**src/rtl/mips_bus_pkg.sv**
```systemverilog
// Shared types and defaults for the CPU-to-memory Avalon-MM bridge.
package mips_bus_pkg;

  typedef enum logic [1:0] {
    IDLE = 2'd0,
    BUSY = 2'd1,
    DONE = 2'd2
  } bridge_state_t;

  localparam logic [31:0] DEF_ERR_READDATA   = 32'h0000_0000;
  localparam int          DEF_TIMEOUT_CYCLES = 256;
  localparam int          TMO_W              = 16;

endpackage

```
**src/rtl/mips_bus_timeout.sv**
```systemverilog
// Loadable up-counter with a terminal-count flag, used to bound memory stalls.
module mips_bus_timeout #(
  parameter int W = 16
) (
  input  logic         clk,
  input  logic         reset_n,
  input  logic         i_load,
  input  logic [W-1:0] i_load_val,
  input  logic         i_en,
  input  logic [W-1:0] i_term,
  output logic         o_tc
);

  logic [W-1:0] r_count;

  always_ff @(posedge clk or negedge reset_n) begin
    if (!reset_n) begin
      r_count <= '0;
    end else if (i_load) begin
      r_count <= i_load_val;
    end else if (i_en) begin
      r_count <= r_count + 1'b1;
    end
  end

  assign o_tc = (r_count == i_term);

endmodule

```
**src/rtl/mips_avalon_bridge.sv**
```systemverilog
// Registered Avalon-MM bridge: captures a CPU request, replays it to memory
// with waitrequest handshaking, and rejects misaligned/illegal/stalled transfers.
module mips_avalon_bridge
  import mips_bus_pkg::*;
#(
  parameter int          TIMEOUT_CYCLES = DEF_TIMEOUT_CYCLES,
  parameter logic [31:0] ERR_READDATA   = DEF_ERR_READDATA
) (
  input  logic        clk,
  input  logic        reset_n,
  input  logic [31:0] s_address,
  input  logic [3:0]  s_byteenable,
  input  logic        s_read,
  input  logic        s_write,
  input  logic [31:0] s_writedata,
  output logic        s_waitrequest,
  output logic [31:0] s_readdata,
  output logic [31:0] m_address,
  output logic [3:0]  m_byteenable,
  output logic        m_read,
  output logic        m_write,
  output logic [31:0] m_writedata,
  input  logic        m_waitrequest,
  input  logic [31:0] m_readdata,
  output logic        err_misalign,
  output logic        err_illegal,
  output logic        err_timeout,
  output logic [31:0] txn_count
);

  localparam logic [TMO_W-1:0] TMO_TERM = TMO_W'(TIMEOUT_CYCLES - 1);

  bridge_state_t r_state;
  logic [31:0]   r_address;
  logic [3:0]    r_byteenable;
  logic [31:0]   r_writedata;
  logic [31:0]   r_readdata;
  logic          r_m_read;
  logic          r_m_write;
  logic          r_err_misalign;
  logic          r_err_illegal;
  logic          r_err_timeout;
  logic [31:0]   r_txn_count;

  logic w_req;
  logic w_illegal;
  logic w_misalign;
  logic w_tmo_tc;

  assign w_req      = s_read | s_write;
  assign w_illegal  = s_read & s_write;
  assign w_misalign = (s_address[1:0] != 2'b00);

  // Counter is held cleared in IDLE so it starts at zero on the first BUSY cycle.
  mips_bus_timeout #(
    .W (TMO_W)
  ) u_timeout (
    .clk        (clk),
    .reset_n    (reset_n),
    .i_load     (r_state == IDLE),
    .i_load_val ('0),
    .i_en       (r_state == BUSY),
    .i_term     (TMO_TERM),
    .o_tc       (w_tmo_tc)
  );

  always_comb begin
    s_waitrequest = 1'b0;
    case (r_state)
      IDLE:    s_waitrequest = w_req;
      BUSY:    s_waitrequest = 1'b1;
      default: s_waitrequest = 1'b0;
    endcase
  end

  always_ff @(posedge clk or negedge reset_n) begin
    if (!reset_n) begin
      r_state        <= IDLE;
      r_address      <= '0;
      r_byteenable   <= '0;
      r_writedata    <= '0;
      r_readdata     <= '0;
      r_m_read       <= 1'b0;
      r_m_write      <= 1'b0;
      r_err_misalign <= 1'b0;
      r_err_illegal  <= 1'b0;
      r_err_timeout  <= 1'b0;
      r_txn_count    <= '0;
    end else begin
      case (r_state)
        IDLE: begin
          if (w_req) begin
            r_address    <= s_address;
            r_byteenable <= s_byteenable;
            r_writedata  <= s_writedata;
            if (w_illegal || w_misalign) begin
              if (w_illegal)  r_err_illegal  <= 1'b1;
              if (w_misalign) r_err_misalign <= 1'b1;
              r_readdata <= ERR_READDATA;
              r_state    <= DONE;
            end else begin
              r_m_read  <= s_read;
              r_m_write <= s_write;
              r_state   <= BUSY;
            end
          end
        end
        BUSY: begin
          if (!m_waitrequest) begin
            if (r_m_read) r_readdata <= m_readdata;
            r_txn_count <= r_txn_count + 32'd1;
            r_m_read    <= 1'b0;
            r_m_write   <= 1'b0;
            r_state     <= DONE;
          end else if (w_tmo_tc) begin
            // Abandoned transfer: not counted, CPU gets the error pattern.
            r_err_timeout <= 1'b1;
            r_readdata    <= ERR_READDATA;
            r_m_read      <= 1'b0;
            r_m_write     <= 1'b0;
            r_state       <= DONE;
          end
        end
        default: r_state <= IDLE;
      endcase
    end
  end

  assign s_readdata   = r_readdata;
  assign m_address    = r_address;
  assign m_byteenable = r_byteenable;
  assign m_writedata  = r_writedata;
  assign m_read       = r_m_read;
  assign m_write      = r_m_write;
  assign err_misalign = r_err_misalign;
  assign err_illegal  = r_err_illegal;
  assign err_timeout  = r_err_timeout;
  assign txn_count    = r_txn_count;

endmodule

```
**config.mk**
```make
export PLATFORM = sky130hd
export DESIGN_NAME = mips_avalon_bridge
export DESIGN_NICKNAME = d
export VERILOG_FILES = /design/src/rtl/mips_bus_pkg.sv /design/src/rtl/mips_bus_timeout.sv /design/src/rtl/mips_avalon_bridge.sv
export SDC_FILE = /design/constraint.sdc
export NUM_CORES = 1
export LEC_CHECK = 0
export ABC_AREA = 1
export BUFFER_PORTS_ARGS = -buffer_cell sky130_fd_sc_hd__buf_2
export CORE_MARGIN = 2
export CORE_UTILIZATION = 45
export DETAILED_ROUTE_END_ITERATION = 8
export PLACE_DENSITY = 0.73
export SLEW_MARGIN = 15
export SYNTH_ARGS = -nofsm -noshare
export SYNTH_HDL_FRONTEND = slang
export SYNTH_SLANG_ARGS = --single-unit
```
**constraint.sdc**
```tcl
create_clock -name clk -period 1.9 [get_ports clk]
set_input_delay 0.38 -clock clk [delete_from_list [all_inputs] [get_ports clk]]
set_output_delay 0.38 -clock clk [all_outputs]
set_load 0.005 [all_outputs]
```
======== Word-level counts from Yosys, hierarchy flattened ========
Cells that the tools add are included.
operators by class
  multiplexer cells ....................... 22
  reduce and logical (&&, ||, !) cells .... 12
  equality and inequality tests ........... 7
  add/sub/neg operators ................... 2
  bitwise logic cells ..................... 3
operators with widths
  cell                     number
  $mux W32                 5
  $pmux W32 S2             1
  $add A32 B1 Y32 const B  1
  $mux W16                 2
  $add A16 B1 Y16 const B  1
  $eq A16 B8 Y1 const B    1
  $reduce_and A4 Y1        3
  $mux W2                  4
  $mux W1                  6
  $ne A2 B2 Y1 const B     3
  $ne A3 B3 Y1 const B     2
  $pmux W1 S2              3
  $reduce_and A2 Y1        3
  $reduce_and A5 Y1        1
  $pmux W2 S2              1
  $reduce_bool A2 Y1       2
  $reduce_and A3 Y1        1
  $eq A2 B1 Y1 const B     1
  $logic_not A2 Y1         1
  $and A1 B1 Y1            1
  $logic_or A1 B1 Y1       1
  $not A1 Y1               1
  $or A1 B1 Y1             1
storage, ports and cells
  flip-flop bits (word level) ............. 155
  output and inout bits ................... 138
  logic and storage cells ................. 58
  input bits .............................. 105

======== Longest topological paths before layout ========
Gate-level depths: netlist of the first run.
  depth in word-level cells ............... 5
  mapped depth ............................ 10
  mapped depth without buffers ............ 9

======== Cells and area by module ========
From an unflattened synthesis of the first run, not the netlist that was laid out.
second synthesis, totals
  cells, all modules ...................... 952
  area total of the unflattened synthesis .. 7572.3 um^2
by module, submodules not included
  module              area an instance (um^2)  seq. area each (um^2)  times used  cells each
  mips_avalon_bridge  6281.0                   3478.3                 1           771
  mips_bus_timeout    1291.2                   400.4                  1           181

======== Least setup slack after synthesis of the first run ========
No wires, ideal clock.
  kind .................................... reg-to-reg
  start point ............................. reg r_state[1]
  end point ............................... reg r_readdata[23], in the netlist s_readdata[23]
  setup time .............................. 0.117 ns
  arrival time ............................ 1.368 ns
  clock period less this slack ............ 1.486 ns
  stages on the path, launching flop included .. 11
  buffers on the path ..................... 2
  data required time ...................... 1.783 ns
  path slack .............................. 0.414 ns
  cell sequence ........................... dfrtp_1 buf_6 nor2_4 nand2_4 nand2_2 nand2_2 nor2_2 nand2_4 buf_6 nand2_1 o21ai_2
between the ends
  cells in the longest elaborated chain, start to end .. 3
  elaborated cells between the ends (all ways) .. 9
  those cells by class .................... eq/ne: 5; mux: 1; reduce/logical: 3
ends and longest elaborated chain
  item                                                   RTL line                   source
  start: declaration                                     mips_avalon_bridge.sv:33   bridge_state_t r_state;
  start signal: assignment                               mips_avalon_bridge.sv:78   r_state <= IDLE;
  start signal: assignment                               mips_avalon_bridge.sv:100  r_state <= DONE;
  start signal: assignment                               mips_avalon_bridge.sv:104  r_state <= BUSY;
  $eq A2 B1 Y1 or $logic_not A2 Y1 (tied branches)       mips_avalon_bridge.sv:90   case (r_state)
  $ne A3 B3 Y1 (no source line) (tied with other cells)  --
  $reduce_and A5 Y1 (no source line)                     --
  end signal: assignment                                 mips_avalon_bridge.sv:110  if (r_m_read) r_readdata <= m_readdata;
  end: declaration                                       mips_avalon_bridge.sv:37   logic [31:0] r_readdata;
Parallel ways exist; a longest one is shown, timed or not.
A chain may end at the register's enable or synchronous reset.

======== Worst setup path in the final report of the first run ========
  start point ............................. reg r_state[1]
  end point ............................... out s_waitrequest
between the ends
  cells in the longest elaborated chain, start to end .. 2
  elaborated cells between the ends (all ways) .. 3
  those cells by class .................... eq/ne: 1; mux: 1; reduce/logical: 1
ends and longest elaborated chain
  item                                              RTL line                  source
  $eq A2 B1 Y1 or $logic_not A2 Y1 (tied branches)  mips_avalon_bridge.sv:69  case (r_state)
  $pmux W1 S2 *                                     mips_avalon_bridge.sv:69
  end: declaration                                  mips_avalon_bridge.sv:16  output logic s_waitrequest,
Mark *: on every way between the ends. The rest lies on a longest branch, timed or not.

==> impl_metrics.yaml, run 1 <==
worst_hold_path:
  whs_path_depth: 3
  hp-class: "in -> reg"
  hold_start: "s_address[26]"
  min_to: "m_address[26]"
floorplan:
  start_util_pct: 45.5
  dieArea_sq_um: 16900
  rows: 46
  die_x_um: 130
  die_height_um: 130
  core-area_sq_um: 15700
  boundaryPins: 243
clocking:
  tritoncts: "done"
  cts_setup_buffers: 0
  cts_inserted_buffers: 17
  clk-insertion-delay-late_ps: 430
  h-tree-depth: 4
  cts.sinks: 155
  clkTransAtPathRegs_ps: 70
  clk_path_buf_depth: 2
  cts-root-buf: "clkbuf_16"
sta:
  drv_slew: 0
  tightest_slew_ps: 396
  slew_headroom_pct: 73.4
  timing.final.ws_setup_ps: 96.3
  hold_viol_final: 0
  clock.fmax_mhz: 554
  tns_ps: 0
  whs_ps: 138
  post-route-min-period_ps: 1800
  fin_crit_sh_pct: 94.9
  grt_setup_unrepaired: "false"
  finalSetupViolations: 0
  fin_skew_ps: 16.6
route:
  dr.pass1.iters: 5
  final_antenna_net_count: 0
  via_per_inst: 4.64
  avgRoutedWirePerCell_um: 13.5
  drc_errors: 0
  finalWirelength_um: 18400
  drtIter0Drc: 473
  vias: 6346
grt:
  grt_max_degree: 69
  grt_pass1_wl_um: 29700
  first_global_vias: 6011
  grt_antenna_before_repair: 1
  track_usage_pct: 22.5
  grt_overflow: 0
pwr:
  p_seq_share_pct: 40.2
  power.share.clock_pct: 31.0
  p_int_w: 0.00764
  leakage_nw: 5.02
  combinationalPowerShare_pct: 28.8
  switchingPower_w: 0.00397
  powerDensity_nw_per_um2: 1250
  switching_share_pct: 34.2
  vdd_drop_max_mv: 0.683
synth:
  syn-cell-area_sq_um: 7130
  synth_top_area_share_pct: 54.4
  syn-num-nets: 995
  yosysUniqueCellTypes: 28
  ys_top_cells_by_count: "nand2_1, dfrtp_1, nor2_1"
  synth_top_area_cell: "dfrtp_1"
  yosys_most_used_dff: "dfrtp_1"
  synth-seq-cells: 155
  postSynth.asyncResetShare_pct: 100
  synth_seq_area_share_pct: 54.4
  synth_cells: 888
  syn_avg_cell_area_sq_um: 8.03
  yosysMostFrequentCell: "nand2_1"
  synth_edf_count: 0
  synth.area.top_cells: "dfrtp_1, nand2_1, nor2_1"
  ys_warn_count: 0
setup_path:
  crit_required_ps: 1520
  worstRegToRegCells: 8
  max_stage_delay_ps: 530
  crit_type: "reg -> out"
  ff2ff_setup_slack_ps: 220
  crit_path_top_delay_cell: "dfrtp_1"
  rr_endpoint: "s_readdata[26]"
  worstPathCellList: "inv_2 > nand2_2 > nand2_2 > buf_2"
  path_max_fanout: 7
  start_kind: "flop"
  path_buf_inv: 2
  critPathTopFamily: "flip-flops"
  crit_arrival_ps: 1420
  crit_top_cell: "nand2_2"
  rr_startpoint: "r_state[1]"
  endpoint_kind: "output pin"
layout:
  drive_gt1_share_pct: 29.5
  nets: 1245
  syn_to_final_growth_pct: 30.2
  post-route-util_pct: 59.3
  multi_input_area_sq_um: 2860
  seq_area_sq_um: 3880
  fillers: 1447
flow_run:
  max_cap_viol_count: 0
placed_design:
  dp_slack_ps: 203
  gp_congestion: 0.887
  dp_hpwl_um: 13400
  port_buffers: 242
outcome:
  status: "finished, final reports clean"
stage by stage:
step           total power, W  cells  cell area (sq um)
2_1_floorplan         0.00651    888               7130
3_3_place_gp          0.00802   1334               8640
3_5_place_dp          0.00808   1334               8640
4_1_cts                0.0117   1367               9270
5_1_grt                0.0124   1368               9280
6_report               0.0116   1369               9280
registers in the layout (all words and copies together), names as in the netlist:
signal	count
txn_count	32
u_timeout.r_count	16
r_state	2
err_timeout	1
m_byteenable	4
s_readdata	32
m_address	32
m_write	1
m_read	1
err_misalign	1
m_writedata	32
err_illegal	1
logic make-up after synthesis:
family	count (synthesis)	synth area share [%]
xor gates and xnor gates	16	1.97
buffers and inverters	88	5.48
adders and majority gates	2	0.351
and+or+nand+nor	576	32.3
DFF	155	54.4
AOI/OAI and AO/OA	51	5.48
how the worst max path moves through the flow:
stage                               from               endpoint  slack [ps]  cells after the start
CTS                           r_state[1]          s_waitrequest         110                      4
floorplan                     r_state[1]         s_readdata[23]         410                     10
detailed placement          s_address[1]         s_readdata[26]         200                      9
finish                        r_state[1]          s_waitrequest         100                      4
global placement            s_address[1]         s_readdata[21]         230                      9
global route        u_timeout.r_count[0]  u_timeout.r_count[14]          20                      8
timing repair:
item,4_1_cts,5_1_grt
setup endpoints to repair,0,1
resized for setup,0,1
hold buffers,1,0
hold endpoints to repair,26,0
power by group through the flow:
stage	Clock (W)	Sequential (W)	Combinational, W
2_1_floorplan	0	0.00472	0.00179
3_3_place_gp	0	0.00469	0.00333
3_5_place_dp	0	0.00468	0.00340
4_1_cts	0.00366	0.00466	0.00340
5_1_grt	0.00381	0.00477	0.00376
6_report	0.00359	0.00467	0.00334
cell usage in the layout, fill, tap and decap left out, types with 2 or more instances in the layout:
cell       instances
o21ai_0            8
buf_4              8
ha_1               2
clkbuf_16         17
nand3b_1           3
nand2_1          441
inv_2              2
inv_6              3
diode_2            2
nand4_1            9
o21bai_1           3
buf_2            241
bufinv_16          3
xor2_1             7
nor2_2             9
nand2_4            2
inv_1             59
inv_8              3
nor3_1             7
buf_12             6
nor2_1            74
nand2_2            3
nor2_4             2
clkinv_4           3
a21oi_1            6
xnor2_1            9
dfrtp_1          155
o21ai_2           32
nand3_1           24
worst register-to-register path, cell delays in order (launching register included):
cell     delay, ps
dfrtp_1        490
nor2_2         220
nand2_1         90
nor2_1         170
nor2_2          80
nand2_4        200
buf_12         230
nand2_1         90
o21ai_2         60
final cells by class:
| type | instances | area share [%] |
|---|---|---|
| clock inverters | 13 | 1.95 |
| inverters | 62 | 2.51 |
| clock buffers | 19 | 4.77 |
| flip-flops and latches | 155 | 41.8 |
| diodes | 2 | 0.0539 |
| repair buffers | 257 | 15.2 |
| multi-input cells | 645 | 30.8 |
| well taps | 216 | 2.91 |
metal layers:
| layer | vias to the layer above | routed length [um] | track usage (%) |
|---|---|---|---|
| met5 | - | 0 | 0 |
| met4 | 0 | 337 | 8.92 |
| met3 | 25 | 1120 | 6.19 |
| met2 | 210 | 8590 | 35.6 |
| met1 | 2890 | 8390 | 29.6 |
| li1 | 3221 | - | - |
Power figures use the tool's default switching activity.
==> run 2: changes to the inputs <==
- ABC_AREA: 1 -> not set
- CORE_UTILIZATION: 45 -> 49
- PLACE_DENSITY: 0.73 -> 0.8
==> impl_metrics.yaml, run 2 <==
synth:
  synth_seq_area_share_pct: 60.1
  postSynth.asyncResetShare_pct: 100
  synth_edf_count: 0
  ys_warn_count: 0
  ys_top_cells_by_count: "dfrtp_1, mux2_2, a22o_1"
  yosys_most_used_dff: "dfrtp_1"
  yosysUniqueCellTypes: 47
  synth.area.top_cells: "dfrtp_1, mux2_2, a22o_1"
  synth-seq-cells: 155
  synth_cells: 460
  syn-num-nets: 567
  syn_avg_cell_area_sq_um: 14.0
  syn-cell-area_sq_um: 6450
  synth_top_area_share_pct: 60.1
  synth_top_area_cell: "dfrtp_1"
  yosysMostFrequentCell: "dfrtp_1"
floorplan:
  core-area_sq_um: 12700
  rows: 41
  dieArea_sq_um: 14100
  boundaryPins: 243
  die_height_um: 119
  start_util_pct: 50.7
  die_x_um: 119
clocking:
  cts.sinks: 155
  clk-insertion-delay-late_ps: 420
  h-tree-depth: 4
  cts_inserted_buffers: 17
  cts_setup_buffers: 0
  clk_path_buf_depth: 2
  cts-root-buf: "clkbuf_16"
  tritoncts: "done"
  clkTransAtPathRegs_ps: 60
layout:
  antenna_cells: 0
  mostFrequentLayoutCells: "buf_2, dfrtp_1, mux2_2"
  nets: 823
  layout_commonest_cell: "buf_2"
  postLayoutCellArea_sq_um: 8470
  fillers: 927
  syn_to_final_growth_pct: 31.3
  drive_gt1_share_pct: 52.5
grt:
  track_usage_pct: 22.7
  grt_max_degree: 70
  grt_overflow: 0
  grt_antenna_before_repair: 0
  first_global_vias: 4877
  grt_pass1_wl_um: 25200
placed_design:
  dpl_cell_area_sq_um: 7880
  dp_slack_ps: -149
  dp_hpwl_um: 11200
  port_buffers: 242
  gp_congestion: 0.888
sta:
  tightest_slew_ps: 556
  fin_crit_sh_pct: 95.7
  drv_slew: 0
  timing.final.ws_setup_ps: 82.3
  grt_setup_unrepaired: "false"
  hold_viol_final: 0
  finalSetupViolations: 0
  tns_ps: 0
  fin_skew_ps: 6.06
  post-route-min-period_ps: 1820
  clock.fmax_mhz: 550
  slew_headroom_pct: 62.7
pwr:
  vdd_drop_max_mv: 0.743
  p_seq_share_pct: 45.2
  power.share.clock_pct: 35.2
  finalPower_w: 0.00917
  switchingPower_w: 0.00242
  leakage_nw: 4.33
  p_int_w: 0.00675
  combinationalPowerShare_pct: 19.5
  powerDensity_nw_per_um2: 1080
  switching_share_pct: 26.4
setup_path:
  path_max_fanout: 16
  start_kind: "flop"
  endpoint_kind: "flop"
  rr_startpoint: "u_timeout.r_count[0]"
  crit_arrival_ps: 2160
  worstRegToRegCells: 5
  ff2ff_setup_slack_ps: 80
  rr_endpoint: "s_readdata[5]"
  crit_type: "reg -> reg"
  crit_required_ps: 2250
route:
  final_antenna_net_count: 0
  drtIter0Drc: 304
  dr.pass1.iters: 4
  via_per_inst: 5.26
  avgRoutedWirePerCell_um: 17.5
  drc_errors: 0
  vias: 4726
  finalWirelength_um: 15700
worst_hold_path:
  hp-class: "in -> reg"
  min_to: "m_writedata[0]"
  whs_path_depth: 2
  hold_start: "s_writedata[0]"
flow_run:
  max_cap_viol_count: 0
outcome:
  status: "finished, final reports clean"
run 2: changes by cell type in the layout (fill, tap and decap cells not counted), sizes merged, moves of 8 or more:
cell,before,now
xnor2,9,28
and3,0,11
o21ai,40,6
inv,67,4
nand4,10,18
a22o,1,35
mux2,0,70
nand2,446,16
nor2,85,19
run 2: kinds of logic after synthesis:
family                   Yosys count  synth area share (%)
AO/OA/AOI/OAI                     53                  6.67
buffers and inverters             25                  2.79
AND/OR/NAND/NOR                  113                  12.1
adder cells (fa/ha/maj)            2                 0.388
multiplexers                      71                  12.4
XOR/XNOR                          41                  5.57
flip-flops                       155                  60.1
run 2: per-layer routing:
| metal | GRT usage (%) | vias to the layer above | share of wire, % |
|---|---|---|---|
| met5 | 0 | - | 0 |
| met4 | 8.78 | 0 | 2.3 |
| met3 | 5.89 | 28 | 5.6 |
| met2 | 39.0 | 170 | 52 |
| met1 | 27.3 | 2351 | 40 |
| li1 | - | 2177 | - |
run 2: worst max-delay path by stage:
stage | startpoint | to | slack (ps) | depth (start not counted)
finish | u_timeout.r_count[0] | s_readdata[5] | 80 | 5
global route | u_timeout.r_count[0] | s_readdata[0] | 20 | 5
CTS | u_timeout.r_count[0] | s_readdata[5] | 60 | 5
detailed placement | u_timeout.r_count[0] | s_readdata[0] | -150 | 5
global placement | u_timeout.r_count[0] | s_readdata[14] | -30 | 5
floorplan | u_timeout.r_count[0] | s_readdata[10] | 300 | 6
run 2: metrics by stage:
stage          hold slack, ps  std cells  utilization [%]
6_report                  190        898             66.6
5_1_grt                   175        898             66.6
4_1_cts                   171        898             66.6
3_5_place_dp              331        867             61.9
3_3_place_gp              319        867             61.9
2_1_floorplan            84.4        460                -
run 2: repair_timing:
item / in CTS / in global routing
pin swaps: 1 / 1
gates cloned: 1 / 0
hold buffers: 1 / 0
setup endpoints to repair: 32 / 1
hold endpoints to repair: 42 / 0
resized for setup: 1 / 0
run 2: layout make-up:
type                       count  area (sq um)  share of cell area, %
sequential                   155          3880                   45.8
tap                          172           215                   2.54
inverter                       3          11.3                  0.133
multi-input combinational    281          2410                   28.5
clock inverter                11           124                   1.46
timing repair buffer         258          1390                   16.4
clock buffer                  18           439                   5.18
run 2: power by group through the flow:
stage          Clock (W)  Combinational [W]  Sequential (W)
6_report         0.00323            0.00179         0.00415
5_1_grt          0.00345            0.00195         0.00422
4_1_cts          0.00330            0.00183         0.00415
3_5_place_dp           0            0.00180         0.00420
3_3_place_gp           0            0.00173         0.00416
2_1_floorplan          0           0.000841         0.00421
run 2: critical path, cell delays in order, from the launching register on:
cell and delay [ps]:
dfrtp_1 410, ha_1 230, nor4b_2 170, and4_4 230
o211ai_4 470, a22o_1 240
